## src/rtl/dtt_scheduler.sv

```systemverilog
// -----------------------------------------------------------------------------
// dtt_scheduler
//
// Shares one countdown (DTT) spike encoder among NUM_REQ requesters. In IDLE
// one requester is granted in round-robin order. Its delay value is loaded and
// counted down, and a single spike tagged with the requester id is emitted
// when the count expires. A zero value is accepted but discarded, and this is
// flagged on drop.
//
// Ports:
//   CLK        clock, all logic on the rising edge
//   RES        synchronous reset, active-high
//   req_valid  per-requester value valid
//   req_value  flattened values; requester i at [i*DTT_WIDTH +: DTT_WIDTH]
//   req_ready  one-hot grant (IDLE only); transfer on valid & ready
//   flush      synchronous abort of the active countdown
//   spike      one-cycle spike pulse
//   spike_id   owner of the current spike; 0 when spike is low
//   busy       high while counting
//   drop       one-cycle pulse after a zero value was accepted
// -----------------------------------------------------------------------------
module dtt_scheduler #(
    parameter int unsigned NUM_REQ   = 4,
    parameter int unsigned DTT_WIDTH = 5,
    parameter int unsigned ID_W      = (NUM_REQ > 1) ? $clog2(NUM_REQ) : 1
) (
    input  logic                           CLK,
    input  logic                           RES,
    input  logic [NUM_REQ-1:0]             req_valid,
    input  logic [NUM_REQ*DTT_WIDTH-1:0]   req_value,
    output logic [NUM_REQ-1:0]             req_ready,
    input  logic                           flush,
    output logic                           spike,
    output logic [ID_W-1:0]                spike_id,
    output logic                           busy,
    output logic                           drop
);

    localparam logic [0:0] ST_IDLE  = 1'b0;
    localparam logic [0:0] ST_COUNT = 1'b1;

    localparam logic [ID_W-1:0]      LAST_ID = ID_W'(NUM_REQ - 1);
    localparam logic [DTT_WIDTH-1:0] ONE     = DTT_WIDTH'(1);

    logic [0:0]           state;
    logic [DTT_WIDTH-1:0] count;
    logic [ID_W-1:0]      owner;
    logic [ID_W-1:0]      last_grant;
    logic                 drop_r;

    logic                 found;
    logic [NUM_REQ-1:0]   gnt;
    logic [ID_W-1:0]      gnt_id;
    logic [DTT_WIDTH-1:0] gnt_value;
    logic                 xfer;

    // Round-robin search split into two ascending passes: the first covers
    // last_grant+1 .. NUM_REQ-1 and the second wraps to 0 .. last_grant. This
    // avoids a modulo on a variable index.
    always_comb begin
        found     = 1'b0;
        gnt       = '0;
        gnt_id    = '0;
        gnt_value = '0;
        for (int unsigned i = 0; i < NUM_REQ; i++) begin
            if (!found && req_valid[i] && (i > 32'(last_grant))) begin
                found     = 1'b1;
                gnt[i]    = 1'b1;
                gnt_id    = ID_W'(i);
                gnt_value = req_value[i*DTT_WIDTH +: DTT_WIDTH];
            end
        end
        for (int unsigned i = 0; i < NUM_REQ; i++) begin
            if (!found && req_valid[i] && (i <= 32'(last_grant))) begin
                found     = 1'b1;
                gnt[i]    = 1'b1;
                gnt_id    = ID_W'(i);
                gnt_value = req_value[i*DTT_WIDTH +: DTT_WIDTH];
            end
        end
    end

    assign xfer      = (state == ST_IDLE) && found;
    assign req_ready = (state == ST_IDLE) ? gnt : '0;
    assign busy      = (state == ST_COUNT);
    assign spike     = (state == ST_COUNT) && (count == ONE);
    assign spike_id  = spike ? owner : '0;
    assign drop      = drop_r;

    always_ff @(posedge CLK) begin
        if (RES) begin
            state      <= ST_IDLE;
            count      <= '0;
            owner      <= '0;
            last_grant <= LAST_ID;
            drop_r     <= 1'b0;
        end else begin
            drop_r <= 1'b0;
            case (state)
                ST_IDLE: begin
                    if (xfer) begin
                        last_grant <= gnt_id;
                        owner      <= gnt_id;
                        if (gnt_value != '0) begin
                            count <= gnt_value;
                            state <= ST_COUNT;
                        end else begin
                            drop_r <= 1'b1;
                        end
                    end
                end
                ST_COUNT: begin
                    // A flush on the count==1 cycle still lets that cycle's
                    // spike show, because spike is decoded from the registered
                    // count. The <= guard keeps the counter from wrapping.
                    if (flush || (count <= ONE)) begin
                        count <= '0;
                        state <= ST_IDLE;
                    end else begin
                        count <= count - ONE;
                    end
                end
                default: begin
                    count <= '0;
                    state <= ST_IDLE;
                end
            endcase
        end
    end

endmodule

```

## config.mk

```make
export PLATFORM = sky130hd
export DESIGN_NAME = dtt_scheduler
export DESIGN_NICKNAME = d
export VERILOG_FILES = /design/src/rtl/dtt_scheduler.sv
export SDC_FILE = /design/constraint.sdc
export NUM_CORES = 1
export LEC_CHECK = 0
export ABC_AREA = 1
export CORE_UTILIZATION = 50
export DETAILED_ROUTE_END_ITERATION = 12
export GPL_TIMING_DRIVEN = 0
export PLACE_DENSITY = 0.85
export SLEW_MARGIN = 20
export SYNTH_ARGS = -nofsm -noshare
export SYNTH_HDL_FRONTEND = slang
export SYNTH_SLANG_ARGS = --single-unit
```

## constraint.sdc

```tcl
create_clock -name CLK -period 3.5 [get_ports CLK]
set_clock_uncertainty 0.2 [all_clocks]
set_input_delay 0.7 -clock CLK [delete_from_list [all_inputs] [get_ports CLK]]
set_output_delay 0.7 -clock CLK [all_outputs]
set_load 0.02 [all_outputs]
```

==> run metrics <==
status=finished clean; deepest clock path buffer count=2; fin util=75.9%; number of global-route vias before repair=1222; drt initial violations=44; Final Setup Violations=0; ys async rst share=0%; hold path depth=2; hold_buf cts=0; first-pass GRT wire length=5130 µm; Floorplan Core Area=2040 µm²; WL per Instance=11.6 µm; Cell Count, Final, Fillers Out=259; post-synth cell types=28; setup TNS=0 ns; Worst Setup SP=req_valid[2]; Crit Path Max Fanout=7; DRT antenna net count=0; Synth top area share=19.5%; Area contributors post-synth=dfxtp_1 (19%), nand2_1 (14%), nor2_1 (10%), inv_1 (10%), nand4_1 (6.6%); Top delay family on crit path=buffers and inverters; DRC Markers=0; flip-flop and latch count after synthesis=11; Cell Area, Synth=1130 µm²; routability congestion estimate=0.894; PortBufs=35; Top FF cell, synth=dfxtp_1; # diodes=0; Area Growth Syn to Fin=37.1%; Worst path slowest cell=clkdlybuf4s50_1; Worst Setup End Kind=output pin; VDD IR max=0.000327 V; min-delay src=owner[1]$_SDFFE_PP0P_; Post-synth EDFFs=0; normalized max-slew margin=68.6%; syn_area_per_cell=5.85 µm²; hold_ws=0.269 ns; Pre-antenna DRT Iters=4; critical path's most frequent cell=inv_1; root buf cell=clkbuf_4; post-route minimum period=3.38 ns; r2r worst-path depth=14; Hold Vio Cnt, Final=0; Total Nets Final=262; Hold EP=owner[1]$_SDFFE_PP0P_; total grt overflow=0; crit-path cells=clkdlybuf4s50_1 > nand2_4 > nand4_1 > nor2_4 > inv_1 > o21ai_1 > inv_1 > nor2_1 > dlygate4sd2_1; R2R setup slack=1.38 ns; Startpoint Class=input port; width of the die=49.5 µm; register area share after synthesis=19.5%; max-cap check violation count=0; Detailed Route WL=3010 µm; top cells by count, synth=nand2_1 (41), nor2_1 (31), inv_1 (30), nand3_1 (14), nand4_1 (12); Worst-path clk slew=0.07 ns; io pins=36; share of cells above drive strength 1=11.2%; yosys warns=0; DIE AREA=2450 µm²; Worst Tran Pin Value=0.472 ns; number of antenna violations at the first check in global routing=0; Via density=5.16; Hold Crit Class=flop to flop; Worst Path Arrival=2.48 ns; Initial Util=55.3%; hpwl dp=2450 µm; Worst EP required=2.60 ns; worst reg2reg path startpoint=last_grant[0]$_SDFFE_PP1P_; DP Cell Count=255; syn nets=222; cell row count=16; Worst path max stage delay=0.51 ns; CP Class=input port to output pin; leak pwr=0.779 nW; CTS H-Tree Depth=1; CTS tree=built; final-layout fill cell count=166; Tcrit/Tclk final=96.6%; via count=1337; Yosys top cell by area=dfxtp_1; total chip power=0.000696 W; fmax=0.296 GHz; worst r2r dst=count[0]$_SDFFE_PP0P_; total CTS buffers=3; Global Route Usage Sum=26.6%; PwrDens=449 nW/µm²; Max Slew Vio Count=0; RSZ-0062 raised after global routing=no; Buffers & Inverters on Critical Path=4; largest net degree at the start of global routing=11; clock sink total=11; Mapped Cells=193; count leader, synth=nand2_1; Clock Latency Late Sink=0.28 ns; die height=49.5 µm
[layout by cell type, fill, tap and decap left out, types with 4 or more instances in the layout]
| master | Yosys | final |
|---|---|---|
| clkdlybuf4s50_1 | 0 | 31 |
| o21ai_1 | 4 | 5 |
| nor2_2 | 5 | 4 |
| inv_1 | 30 | 30 |
| nor2_1 | 31 | 31 |
| inv_2 | 4 | 4 |
| a21oi_1 | 10 | 10 |
| nand3_2 | 6 | 6 |
| dfxtp_1 | 11 | 11 |
| nand3_1 | 14 | 14 |
| nand2_1 | 41 | 41 |
| nand4_1 | 12 | 12 |
[routing by layer]
layer  vias up  global-route usage [%]  routed length, µm
met2        48                    41.4               1450
met1       579                    34.7               1360
met4         0                    11.0                 27
met5         -                       0                  0
met3         4                    6.79                175
li1        706                       -                  -
[worst register-to-register path, delay by kind of cell, from the launching register on]
family,cells,cell delay [ns]
DFF,1,0.33
buffers and inverters,2,0.21
and+or+nand+nor,12,1.33
[flip-flops by register name, summed over array words and instances, names as in the netlist]
| signal | count |
|---|---|
| count | 5 |
| last_grant | 2 |
| drop | 1 |
| owner | 2 |
| busy | 1 |
[cells by family (layout without fill, tap and decap cells)]
logic type               after synthesis  in the layout  synth area share (%)
AO/OA/AOI/OAI                         20             20                  9.86
XOR/XNOR                               1              1                 0.775
adder cells (fa/ha/maj)                2              2                  2.21
buffers and inverters                 39             78                  13.6
flip-flops                            11             11                  19.5
AND/OR/NAND/NOR                      120            120                  54.0
[power by group]
part / total [W] / switching, W / internal (W)
Combinational: 0.000427 / 0.000264 / 0.000163
Sequential: 0.000178 / 0.0000217 / 0.000156
Clock: 0.0000908 / 0.0000466 / 0.0000442
Total: 0.000696 / 0.000332 / 0.000364
[area by class of cell]
class / count / area, µm² / share of cell area (%)
Multi-Input combinational cell: 143 / 766 / 49.4
Buffer: 3 / 18.8 / 1.21
Timing Repair Buffer: 35 / 349 / 22.5
Sequential cell: 11 / 220 / 14.2
Tap cell: 27 / 33.8 / 2.18
Inverter: 36 / 135 / 8.72
Clock buffer: 4 / 26.3 / 1.70
[timing repair]
item | in CTS | in global routing
pin swaps | 0 | 2
gates cloned | 0 | 0
setup buffers | 0 | 0
gates resized for setup | 3 | 4
endpoints found under the setup margin | 3 | 1
hold endpoints to repair | 0 | 0
[through the flow]
step / worst slack (ns) / instance area [µm²]
finish: 0.121 / 1550
CTS: 0.0712 / 1540
detailed placement: -0.190 / 1510
global route: 0.00392 / 1550
global placement: -0.169 / 1510
floorplan: 0.909 / 1130
[worst max path at each step]
stage | to | slack, ns | cells after the start
after detailed placement | req_ready[2] | -0.19 | 9
after CTS | req_ready[2] | 0.07 | 9
final | req_ready[2] | 0.12 | 9
after global placement | req_ready[2] | -0.17 | 9
after floorplan | req_ready[2] | 0.91 | 7
after global routing | req_ready[2] | 0.004 | 9
No activity file was read; power rests on OpenSTA's default activity.
